==> config.mk <==
export PLATFORM = sky130hd
export DESIGN_NAME = control_sequencer
export DESIGN_NICKNAME = d
export VERILOG_FILES = /design/src/rtl/control_sequencer.sv
export SDC_FILE = /design/constraint.sdc
export NUM_CORES = 1
export LEC_CHECK = 0
export CAP_MARGIN = 20
export CORE_ASPECT_RATIO = 0.6
export CORE_MARGIN = 3
export CORE_UTILIZATION = 41
export CTS_BUF_LIST = sky130_fd_sc_hd__clkbuf_8
export CTS_CLUSTER_DIAMETER = 40
export DETAILED_ROUTE_END_ITERATION = 8
export GPL_TIMING_DRIVEN = 0
export PLACE_DENSITY = 0.89
export SETUP_SLACK_MARGIN = 0.02
export SLEW_MARGIN = 15
export SYNTH_ARGS = -nofsm -noshare
export SYNTH_HDL_FRONTEND = slang
export SYNTH_SLANG_ARGS = --single-unit
==> constraint.sdc <==
create_clock -name clk -period 6 [get_ports clk]
set_clock_uncertainty 0.2 [all_clocks]
set_input_delay 1.2 -clock clk [delete_from_list [all_inputs] [get_ports clk]]
set_output_delay 1.2 -clock clk [all_outputs]
set_load 0.01 [all_outputs]
==> src/rtl/control_sequencer.sv <==
`default_nettype none
// ============================================================================
// Module      : control_sequencer
// Description : Multi-cycle control unit for a 32-bit single-bus datapath.
//               Fetches through MAR/MDR, decodes IR and drives one datapath
//               transfer step per clock (states IDLE, T0-T7, HALT, FAULT).
//               Optional feature macro: CTRL_MEM_TIMEOUT_EN (memory-wait
//               timeout into a sticky FAULT state).
// Ports       : clk, clr             - clock, synchronous active-high reset
//               i_ir[31:0]           - IR contents (opcode/Ra/Rb/Rc/C)
//               i_mem_rdy            - memory completes current access
//               o_reg_in/o_reg_out   - one-hot register load / bus drive
//               o_pc_out ... o_c_out - datapath strobes
//               o_alu_op[3:0]        - ADD/SUB/AND/OR
//               o_mem_read/o_mem_write, o_run, o_illegal_op, o_fault
// Revision    : 1.0 - initial release
// ============================================================================
module control_sequencer #(
  parameter int TIMEOUT_CYCLES = 15
) (
  input  logic        clk,
  input  logic        clr,
  input  logic [31:0] i_ir,
  input  logic        i_mem_rdy,
  output logic [15:0] o_reg_in,
  output logic [15:0] o_reg_out,
  output logic        o_pc_out,
  output logic        o_pc_in,
  output logic        o_inc_pc,
  output logic        o_ir_in,
  output logic        o_mar_in,
  output logic        o_mdr_in,
  output logic        o_mdr_out,
  output logic        o_md_read,
  output logic        o_y_in,
  output logic        o_z_in,
  output logic        o_zlo_out,
  output logic        o_c_out,
  output logic [3:0]  o_alu_op,
  output logic        o_mem_read,
  output logic        o_mem_write,
  output logic        o_run,
  output logic        o_illegal_op,
  output logic        o_fault
);

  typedef enum logic [3:0] {
    S_IDLE  = 4'd0,
    S_T0    = 4'd1,
    S_T1    = 4'd2,
    S_T2    = 4'd3,
    S_T3    = 4'd4,
    S_T4    = 4'd5,
    S_T5    = 4'd6,
    S_T6    = 4'd7,
    S_T7    = 4'd8,
    S_HALT  = 4'd9,
    S_FAULT = 4'd10
  } state_t;

  localparam logic [4:0] c_OP_LD   = 5'b00000;
  localparam logic [4:0] c_OP_ST   = 5'b00010;
  localparam logic [4:0] c_OP_ADD  = 5'b00011;
  localparam logic [4:0] c_OP_SUB  = 5'b00100;
  localparam logic [4:0] c_OP_AND  = 5'b00101;
  localparam logic [4:0] c_OP_OR   = 5'b00110;
  localparam logic [4:0] c_OP_ADDI = 5'b01100;
  localparam logic [4:0] c_OP_ANDI = 5'b01101;
  localparam logic [4:0] c_OP_ORI  = 5'b01110;
  localparam logic [4:0] c_OP_NOP  = 5'b11010;
  localparam logic [4:0] c_OP_HALT = 5'b11011;

  localparam logic [3:0] c_ALU_ADD = 4'b0000;
  localparam logic [3:0] c_ALU_SUB = 4'b0001;
  localparam logic [3:0] c_ALU_AND = 4'b0010;
  localparam logic [3:0] c_ALU_OR  = 4'b0011;

  state_t r_state;
  state_t w_state_next;

  logic [4:0] w_op;
  logic [3:0] w_ra;
  logic [3:0] w_rb;
  logic [3:0] w_rc;
  logic       w_is_reg;
  logic       w_is_imm;
  logic       w_is_ld;
  logic       w_is_st;
  logic       w_is_alu;
  logic       w_legal;
  logic       w_wait;
  logic       w_timeout;

  assign w_op = i_ir[31:27];
  assign w_ra = i_ir[26:23];
  assign w_rb = i_ir[22:19];
  assign w_rc = i_ir[18:15];

  // Low IR bits carry the immediate, which only the datapath consumes.
  wire w_unused_ir = ^i_ir[14:0];

  assign w_is_reg = (w_op == c_OP_ADD) || (w_op == c_OP_SUB) ||
                    (w_op == c_OP_AND) || (w_op == c_OP_OR);
  assign w_is_imm = (w_op == c_OP_ADDI) || (w_op == c_OP_ANDI) ||
                    (w_op == c_OP_ORI);
  assign w_is_ld  = (w_op == c_OP_LD);
  assign w_is_st  = (w_op == c_OP_ST);
  assign w_is_alu = w_is_reg || w_is_imm;
  assign w_legal  = w_is_alu || w_is_ld || w_is_st ||
                    (w_op == c_OP_NOP) || (w_op == c_OP_HALT);

  // States that hold for a memory handshake.
  assign w_wait = (r_state == S_T1) ||
                  ((r_state == S_T6) && w_is_ld) ||
                  ((r_state == S_T7) && w_is_st);

`ifdef CTRL_MEM_TIMEOUT_EN
  localparam logic [3:0] c_TMO_LAST = 4'(TIMEOUT_CYCLES - 1);
  logic [3:0] r_wait_cnt;

  // Counts consecutive not-ready cycles; any state change restarts it, so
  // each wait state begins from zero.
  always_ff @(posedge clk) begin
    if (clr) begin
      r_wait_cnt <= '0;
    end else if (w_state_next != r_state) begin
      r_wait_cnt <= '0;
    end else if (w_wait) begin
      r_wait_cnt <= r_wait_cnt + 4'd1;
    end
  end

  assign w_timeout = w_wait && !i_mem_rdy && (r_wait_cnt == c_TMO_LAST);
  assign o_fault   = (r_state == S_FAULT);
`else
  wire [31:0] w_unused_timeout = TIMEOUT_CYCLES;
  assign w_timeout = 1'b0;
  assign o_fault   = 1'b0;
`endif

  always_ff @(posedge clk) begin
    if (clr) begin
      r_state <= S_IDLE;
    end else begin
      r_state <= w_state_next;
    end
  end

  always_comb begin
    w_state_next = r_state;
    o_reg_in     = '0;
    o_reg_out    = '0;
    o_pc_out     = 1'b0;
    o_pc_in      = 1'b0;
    o_inc_pc     = 1'b0;
    o_ir_in      = 1'b0;
    o_mar_in     = 1'b0;
    o_mdr_in     = 1'b0;
    o_mdr_out    = 1'b0;
    o_md_read    = 1'b0;
    o_y_in       = 1'b0;
    o_z_in       = 1'b0;
    o_zlo_out    = 1'b0;
    o_c_out      = 1'b0;
    o_alu_op     = c_ALU_ADD;
    o_mem_read   = 1'b0;
    o_mem_write  = 1'b0;
    o_illegal_op = 1'b0;

    case (r_state)
      S_IDLE: w_state_next = S_T0;
      S_T0: begin
        o_pc_out     = 1'b1;
        o_mar_in     = 1'b1;
        o_inc_pc     = 1'b1;
        o_z_in       = 1'b1;
        w_state_next = S_T1;
      end
      S_T1: begin
        o_zlo_out  = 1'b1;
        o_pc_in    = 1'b1;
        o_mem_read = 1'b1;
        o_md_read  = 1'b1;
        o_mdr_in   = i_mem_rdy;
        if (i_mem_rdy) w_state_next = S_T2;
      end
      S_T2: begin
        o_mdr_out    = 1'b1;
        o_ir_in      = 1'b1;
        w_state_next = S_T3;
      end
      S_T3: begin
        if (w_op == c_OP_HALT) begin
          w_state_next = S_HALT;
        end else if (w_op == c_OP_NOP) begin
          w_state_next = S_T0;
        end else if (!w_legal) begin
          o_illegal_op = 1'b1;
          w_state_next = S_T0;
        end else begin
          o_reg_out    = 16'd1 << w_rb;
          o_y_in       = 1'b1;
          w_state_next = S_T4;
        end
      end
      S_T4: begin
        o_z_in = 1'b1;
        if (w_is_reg) begin
          o_reg_out = 16'd1 << w_rc;
          case (w_op)
            c_OP_SUB: o_alu_op = c_ALU_SUB;
            c_OP_AND: o_alu_op = c_ALU_AND;
            c_OP_OR:  o_alu_op = c_ALU_OR;
            default:  o_alu_op = c_ALU_ADD;
          endcase
        end else begin
          // Immediates and ld/st address calculation take C on the bus.
          o_c_out = 1'b1;
          if (w_op == c_OP_ANDI) begin
            o_alu_op = c_ALU_AND;
          end else if (w_op == c_OP_ORI) begin
            o_alu_op = c_ALU_OR;
          end else begin
            o_alu_op = c_ALU_ADD;
          end
        end
        w_state_next = S_T5;
      end
      S_T5: begin
        o_zlo_out = 1'b1;
        if (w_is_alu) begin
          o_reg_in     = 16'd1 << w_ra;
          w_state_next = S_T0;
        end else begin
          o_mar_in     = 1'b1;
          w_state_next = S_T6;
        end
      end
      S_T6: begin
        if (w_is_ld) begin
          o_mem_read = 1'b1;
          o_md_read  = 1'b1;
          o_mdr_in   = i_mem_rdy;
          if (i_mem_rdy) w_state_next = S_T7;
        end else begin
          o_reg_out    = 16'd1 << w_ra;
          o_mdr_in     = 1'b1;
          w_state_next = S_T7;
        end
      end
      S_T7: begin
        if (w_is_ld) begin
          o_mdr_out    = 1'b1;
          o_reg_in     = 16'd1 << w_ra;
          w_state_next = S_T0;
        end else begin
          o_mem_write = 1'b1;
          if (i_mem_rdy) w_state_next = S_T0;
        end
      end
      S_HALT:  w_state_next = S_HALT;
      S_FAULT: w_state_next = S_FAULT;
      default: w_state_next = S_IDLE;
    endcase

    if (w_timeout) w_state_next = S_FAULT;
  end

  assign o_run = (r_state != S_IDLE) && (r_state != S_HALT) &&
                 (r_state != S_FAULT);

endmodule
`default_nettype wire

Word level (Yosys, flattened, before mapping)
Index checks and enable logic that the tools add are counted.

word-level totals
  output and inout port bits = 53
  register bits after elaboration = 4
  bits of input ports = 35
  word-level logic and storage cells = 95

cells by class
  muxes and demuxes = 48
  eq/ne operators = 25
  shift-type cells = 3
  reduce and logical (&&, ||, !) cells = 18

operator list
  cell                    count
  $mux W16                7
  $pmux W16 S3            1
  $shl A1 B4 Y16 const A  3
  $pmux W4 S11            1
  $mux W4                 8
  $pmux W16 S2            1
  $mux W1                 20
  $eq A4 B3 Y1 const B    4
  $eq A5 B3 Y1 const B    3
  $eq A5 B4 Y1 const B    3
  $eq A4 B4 Y1 const B    3
  $eq A5 B2 Y1 const B    2
  $eq A5 B5 Y1 const B    2
  $logic_or A1 B1 Y1      10
  $mux W3                 3
  $eq A4 B2 Y1 const B    2
  $ne A4 B4 Y1 const B    2
  $pmux W1 S2             4
  $ne A3 B3 Y1 const B    2
  $pmux W2 S3             1
  $logic_not A5 Y1        1
  $eq A4 B1 Y1 const B    1
  $logic_not A4 Y1        1
  $mux W2                 2
  other kinds (5)         7

Logic depth before layout (Yosys ltp)
Gate-level depths: netlist of run 1.

  depth in word-level cells = 13
  mapped depth = 6
  depth with buffers taken out = 4

Least setup slack after synthesis of run 1
Ideal clock, no wire load.

  kind = input port to output port
  start = input i_ir[30]
  end = output o_reg_in[8]
  data arrival time = 2.462 ns
  path slack = 2.138 ns
  stages on the path = 5
  path buffers = 1
  data required time = 4.600 ns
  cell sequence = buf_2 > or4_4 > nor3_4 > o21ai_1 > nor3_1

between the ends
  longest elaborated chain between the ends = 7
  elaborated cells on any way between the ends = 17
  classes of those cells = 7 x eq/ne; 3 x mux; 7 x reduce/logical

RTL lines
  what                                                 line  RTL
  start, declared                                      23    input logic [31:0] i_ir,
  $eq A5 B2 Y1 / $eq A5 B3 Y1 (equally long branches)  102   assign w_is_reg = (w_op == c_OP_ADD) || (w_op == c_OP_SUB) ||
  $logic_or A1 B1 Y1 (2 in series)                     102
  $logic_or A1 B1 Y1                                   103   (w_op == c_OP_AND) || (w_op == c_OP_OR);
  $logic_or A1 B1 Y1                                   108   assign w_is_alu = w_is_reg || w_is_imm;
  $mux W16                                             231   if (w_is_alu) begin
  $pmux W16 S2 (*)                                     170   case (r_state)
  end, declared                                        25    output logic [15:0] o_reg_in,

Mark *: on every way between the ends. The rest lies on a longest branch, timed or not.

Worst setup path after layout of run 1
  start = input i_ir[31]
  end = output o_reg_out[9]

between the ends
  longest elaborated chain between the ends = 13
  elaborated cells on any way between the ends = 27
  classes of those cells = 10 x eq/ne; 6 x mux; 11 x reduce/logical

RTL lines
  what                                                 line  RTL
  $eq A5 B2 Y1 / $eq A5 B3 Y1 (equally long branches)  102
  $logic_or A1 B1 Y1 (2 in series)                     102
  $logic_or A1 B1 Y1                                   103
  $logic_or A1 B1 Y1                                   108
  $logic_or A1 B1 Y1 (3 in series)                     109   assign w_legal = w_is_alu || w_is_ld || w_is_st ||
  $logic_or A1 B1 Y1                                   110   (w_op == c_OP_NOP) || (w_op == c_OP_HALT);
  $mux W16                                             197   end else if (!w_legal) begin
  $mux W16                                             195   end else if (w_op == c_OP_NOP) begin
  $mux W16                                             193   if (w_op == c_OP_HALT) begin
  $pmux W16 S3 (*)                                     170
  end, declared                                        26    output logic [15:0] o_reg_out,

Marks and branches as above.

==> flow_summary.toml, run 1 <==
[finish]
drive_gt1_share_pct = 11.1
final_area_mm2 = 0.00214
nNetsFinal = 317
final_common_cell = "clkdlybuf4s50_1"
final_cell_mix = "clkdlybuf4s50_1 (65), nor2_1 (28), nand2b_1 (12), nand2_1 (12), nand3_1 (11)"
antennaDiodeCount = 0
largest_register = "r_state"
reg_top3 = "r_state: 4 flops"
fin_cells = 322
synthToLayoutAreaGrowth_pct = 54.2
largest_reg_flops = 4
fillCellCount = 260

[synth]
synthFlopType = "dfxtp_1"
postSynthAreaPerCell_um2 = 6.60
synth_seq_cells = 4
ys_types = 60
synth_area_mm2 = 0.00139
synthCells = 210
ys_seq_area_share_pct = 5.78
synth_edf_count = 0
async_flop_share_pct = 0
yosys_warnings = 0

[setup_path]
worstReg2RegStart = "r_state[1]"
ff2ff_setup_slack_ns = 3.99
setup.worst_path.end = "o_reg_out[9]"
end_kind = "output pin"
start_kind = "primary input"
slowest_stage = "clkdlybuf4s50_1"
r2r-end = "r_state[3]"
timing_worst_setup_path_type = "primary input to output pin"
r2r_cells = 6
crit_top_cell = "clkdlybuf4s50_1"
critPathBufInv = 3
critPathMaxStageDelay_ns = 0.60
cpLargestDelayFamily = "buffers and inverters"
crit_chain = "clkdlybuf4s50_1, buf_4, or2_2, a2111oi_2, a22oi_1, o41ai_1, clkdlybuf4s50_1"
critPathRequiredTime_ns = 4.60
crit_path_start = "i_ir[31]"
arrival_ns = 3.81
path_max_fanout = 10
worst-path-stages = 7

[power]
p_seq_share_pct = 12.4
sw_frac_of_total_pct = 41.8
p_int_uw = 153
power_leakage_nw = 0.749
switchingPower_uw = 110
pwr-share-clk_pct = 22.7
finalPower_uw = 262
pwr-share-comb_pct = 64.9
vdd_drop_max_mv = 0.113
powerDensity_mw_per_mm2 = 123

[placement]
post-place-ws_ns = 0.931
hpwlAfterDp_um = 4270
gp_congestion = 0.939
placed_area_mm2 = 0.00210
port_buffers = 65
placed_cells = 319

[grt]
grt_util_all_layers_pct = 25.7
grt_pass1_vias = 1753
grt_pass1_wl_um = 8430
grt_remaining_overflow = 0
grt_max_degree = 11
antenna_found_initial = 0

[detailed_routing]
wl_per_cell_um = 17.0
avgViaCountPerCell = 6.13
drtIter0Drc = 298
drc = 0
first_pass_iters = 5
wl_um = 5460
routed-via-count = 1974
ant_nets = 0

[sta]
fin_ws_ns = 0.794
finalHoldViolations = 0
worst_pin_slew_ns = 0.684
timing.slew.headroom_pct = 54.3
fin_crit_ns = 5.21
tns_ns = 0
timing.fmax_mhz = 192
finalSetupViolCount = 0
finalCritPeriodShare_pct = 86.8
rsz0062_at_grt = "no"
slew_viol_final = 0

[clock_network]
root_buffer = "clkbuf_8"
cts_resized = 0
path_clk_slew_ns = 0.04
numCtsBuffers = 3
cts_hold_buf = 0
htree_num_levels = 1
cts_tree = "done"
cts_setup_buffers = 0
worstSkewPairLatency_ns = 0.22
cts_sinks = 4
clk_path_buf_depth = 2

[min_path]
hold_path.class = "flip-flop to flip-flop"
holdPathStages = 4

[floorplan]
fp.dieW_um = 81.1
io_pins = 88
die-area_mm2 = 0.00414
initial_core_util_pct = 45.6
rows = 15
core_mm2 = 0.00304
die_h_um = 51.0

[run]
maxCapViolCount = 0

[status]
status = "complete, no violations"
-- cell type report --
| type | count | area (um^2) | share of cell area, % |
|---|---|---|---|
| buffer | 20 | 106 | 4.97 |
| clock buffer | 3 | 41.3 | 1.93 |
| inverter | 9 | 33.8 | 1.58 |
| multi-input combinational | 179 | 1170 | 54.9 |
| sequential | 4 | 80.1 | 3.74 |
| tap | 42 | 52.6 | 2.46 |
| timing repair buffer | 65 | 651 | 30.4 |
-- metal layers --
layer	up-vias	share of wire, %	global-route usage, %
met2	145	41	36.2
li1	926	-	-
met3	9	15	8.45
met5	-	0	0
met4	0	0.99	5.62
met1	894	44	37.2
-- synthesized netlist by cell type (2+ instances only) --
cell / count / area share [%]
o21a_1: 2 / 1.1
o41ai_1: 2 / 1.3
nand2b_1: 12 / 5.4
xnor2_1: 3 / 1.9
nor2b_1: 10 / 4.5
buf_4: 6 / 3.2
buf_2: 7 / 2.5
nand2_1: 12 / 3.2
nor2_1: 28 / 7.6
o21ai_0: 10 / 3.6
inv_1: 9 / 2.4
a21oi_1: 4 / 1.4
and4b_1: 2 / 1.4
buf_1: 3 / 0.81
o21ai_1: 3 / 1.1
o2111a_1: 2 / 1.6
a32oi_1: 6 / 3.8
o221ai_1: 2 / 1.3
nor4b_1: 2 / 1.3
clkbuf_1: 4 / 1.1
nand3b_1: 2 / 1.1
or3_1: 2 / 0.90
nand4b_1: 3 / 1.9
a2bb2oi_1: 3 / 1.9
o2111ai_1: 2 / 1.3
nand4_1: 4 / 1.8
nor3_1: 7 / 2.5
nand3_1: 11 / 4.0
o211ai_1: 5 / 2.7
o31ai_1: 5 / 2.7
or2_2: 5 / 2.3
dfxtp_1: 4 / 5.8
-- worst min-delay path: stages (launching register included) --
cell and delay, ns:
dfxtp_1 0.36, nand2b_1 0.13, o22ai_1 0.07, nand2_1 0.06, mux2i_1 0.06
-- power by group through the flow --
stage	sequential, mW	combinational [mW]	clock, mW
after floorplan	0.0322	0.0968	0
after global placement	0.0325	0.163	0
after detailed placement	0.0325	0.166	0
after CTS	0.0322	0.167	0.0592
after global routing	0.0327	0.184	0.0614
final	0.0325	0.170	0.0596
-- cells by family after synthesis --
logic type / share of synthesized area [%]
simple gates: 47.0
compound gates: 34.2
buf+inv: 10.1
flops: 5.78
xor+xnor: 1.90
mux: 0.722
other cells: 0.270
-- metrics by stage --
stage | util, % | hold WS (ns)
floorplan | - | 0.432
global placement | 69.0 | 0.478
detailed placement | 69.0 | 0.501
CTS | 70.3 | 0.518
global route | 70.3 | 0.590
finish | 70.3 | 0.531
-- worst min path at each step --
stage	startpoint	end	slack (ns)
after floorplan	r_state[3]	r_state[0]	0.43
after global placement	r_state[3]	r_state[0]	0.48
after detailed placement	r_state[3]	r_state[0]	0.50
after CTS	r_state[3]	r_state[0]	0.52
after global routing	r_state[3]	r_state[0]	0.59
final	r_state[3]	r_state[0]	0.53
(Power assumes the default switching activity.)
==> run 2: changes to the inputs <==
--- a/config.mk
+++ b/config.mk
@@ -7,2 +7,3 @@
 export LEC_CHECK = 0
+export ABC_CLOCK_PERIOD_IN_PS = 6000
 export CAP_MARGIN = 20
==> constraint.sdc (replaced) <==
create_clock -name clk -period 6 [get_ports clk]
set_clock_uncertainty 0.2 [all_clocks]
set_input_delay 0.6 -clock clk [delete_from_list [all_inputs] [get_ports clk]]
set_output_delay 0.6 -clock clk [all_outputs]
set_load 0.01 [all_outputs]
==> results of run 2 <==
The final DEF is identical to that of run 1. Status: complete, no violations.
Main changes from that run: setup slack after placement 0.931 ns -> 2.13 ns; setup slack after layout 0.794 ns -> 1.99 ns
==> run 3: changes to the inputs <==
ABC_CLOCK_PERIOD_IN_PS = 3700   (was 6000)
CORE_UTILIZATION = 38   (was 41)
PLACE_DENSITY = 0.83   (was 0.89)
clock period = 3.7 ns   (was 6 ns; I/O delays follow)
==> run 3 against run 2 <==
Compared with the run above: die area is 7.1% higher; via count is 3.2% lower; clock power is 55% higher; sequential power is 62% higher; hold slack better by 0.023 ns; final area is 0.18% higher; sequential share of layout area hardly changed; final cell count is 0.93% higher; largest cell class unchanged.
==> flow_summary.toml, run 3 (same netlist as run 1, synthesis figures left out) <==
[status]
status = "complete, no violations"

[clock_network]
cts_setup_buffers = 0
root_buffer = "clkbuf_8"
cts_tree = "done"
path_clk_slew_ns = 0.03
clk_path_buf_depth = 2
numCtsBuffers = 3
cts_resized = 0
cts_sinks = 4
worstSkewPairLatency_ns = 0.22
cts_hold_buf = 0
htree_num_levels = 1

[grt]
grt_util_met1_pct = 33.9
antenna_found_initial = 0
grt_pass1_vias = 1693
grt_max_degree = 11
grt_pass1_wl_um = 8130
grt_remaining_overflow = 0
grt_use_met3_pct = 4.87
busiest_layer = "met1"
grtUsageMet2_pct = 33.4
grt_util_all_layers_pct = 22.7

[detailed_routing]
ant_nets = 0
wl_per_cell_um = 16.2
first_pass_iters = 5
drtIter0Drc = 181
routed-via-count = 1910
drc = 0
wl_um = 5260
avgViaCountPerCell = 5.88

[sta]
timing.slew.headroom_pct = 57.6
finalSetupViolCount = 0
finalCritPeriodShare_pct = 91.1
worst_pin_slew_ns = 0.631
timing.fmax_mhz = 297
slew_viol_final = 0
fin_crit_ns = 3.37
tns_ns = 0
rsz0062_at_grt = "no"
fin_ws_ns = 0.331
holdWs_ns = 0.554
finalHoldViolations = 0

[placement]
hpwlAfterDp_um = 4250
placed_cells = 322
port_buffers = 65
placed_area_mm2 = 0.00210
post-place-ws_ns = 0.375
gp_congestion = 0.936

[power]
pwr-share-comb_pct = 65.5
p_int_uw = 247
powerDensity_mw_per_mm2 = 197
vdd_drop_max_mv = 0.215
pwr-share-clk_pct = 22.0
finalPower_uw = 421
p_seq_share_pct = 12.5
power_leakage_nw = 0.749
sw_frac_of_total_pct = 41.3
switchingPower_uw = 174

[finish]
final_common_cell = "clkdlybuf4s50_1"
fillCellCount = 333
final_cell_mix = "clkdlybuf4s50_1 (65), nor2_1 (28), nand2b_1 (12), nand2_1 (12), nand3_1 (11)"
post-route-util_pct = 63.3
largest_register = "r_state"
nNetsFinal = 317
synthToLayoutAreaGrowth_pct = 54.5
final_area_mm2 = 0.00214
regArea_um2 = 80.1
reg_top3 = "r_state: 4 flops"
fin_cells = 325
drive_gt1_share_pct = 11.1
antennaDiodeCount = 0
largest_reg_flops = 4
multi_input_area_mm2 = 0.00117

[setup_path]
timing_worst_setup_path_type = "primary input to output pin"
path_max_fanout = 10
start_kind = "primary input"
end_kind = "output pin"
arrival_ns = 2.80
critPathRequiredTime_ns = 3.13

[min_path]
hold_path.class = "flip-flop to flip-flop"

[floorplan]
initial_core_util_pct = 41.0
io_pins = 88
core_mm2 = 0.00338
fp.dieW_um = 84.0
rows = 16
die_h_um = 52.8
die-area_mm2 = 0.00443

[run]
maxCapViolCount = 0
[run 3: cell counts in the layout (fill, tap and decap cells not counted)]
Identical to the previous run, type by type.
[run 3: path summary, 6_finish.rpt]
check | to | cells past startpoint | start | slack [ns]
min reg2reg | r_state[0] | 4 | r_state[3] | 0.55
max reg2reg | r_state[1] | 6 | r_state[1] | 1.73
max | o_reg_out[9] | 7 | i_ir[28] | 0.33
min | r_state[0] | 4 | r_state[3] | 0.55
[run 3: power by group through the flow]
stage	logic, mW	clock network [mW]	registers [mW]
2_1_floorplan	0.157	0	0.0522
3_3_place_gp	0.266	0	0.0527
3_5_place_dp	0.271	0	0.0530
4_1_cts	0.273	0.0931	0.0525
5_1_grt	0.298	0.0943	0.0533
6_report	0.276	0.0926	0.0526
[run 3: worst max-delay path, stage by stage]
cell and delay [ns]:
clkdlybuf4s50_1 0.52, buf_2 0.23, nand3b_1 0.13, a2111oi_2 0.59
a22oi_1 0.23, o41ai_1 0.12, clkdlybuf4s50_1 0.60
[run 3: layout make-up]
type	count	share of cell area, %
Tap cell	45	2.63
Inverter	9	1.58
Clock buffer	3	1.93
Timing Repair Buffer	65	30.4
Multi-Input combinational cell	179	54.8
Buffer	20	4.96
Sequential cell	4	3.74
[run 3: per-layer routing]
metal / vias to the layer above / part of all wire (%)
met1: 869 / 48
met3: 2 / 11
li1: 925 / -
met4: 0 / 0.15
met2: 114 / 41
met5: - / 0
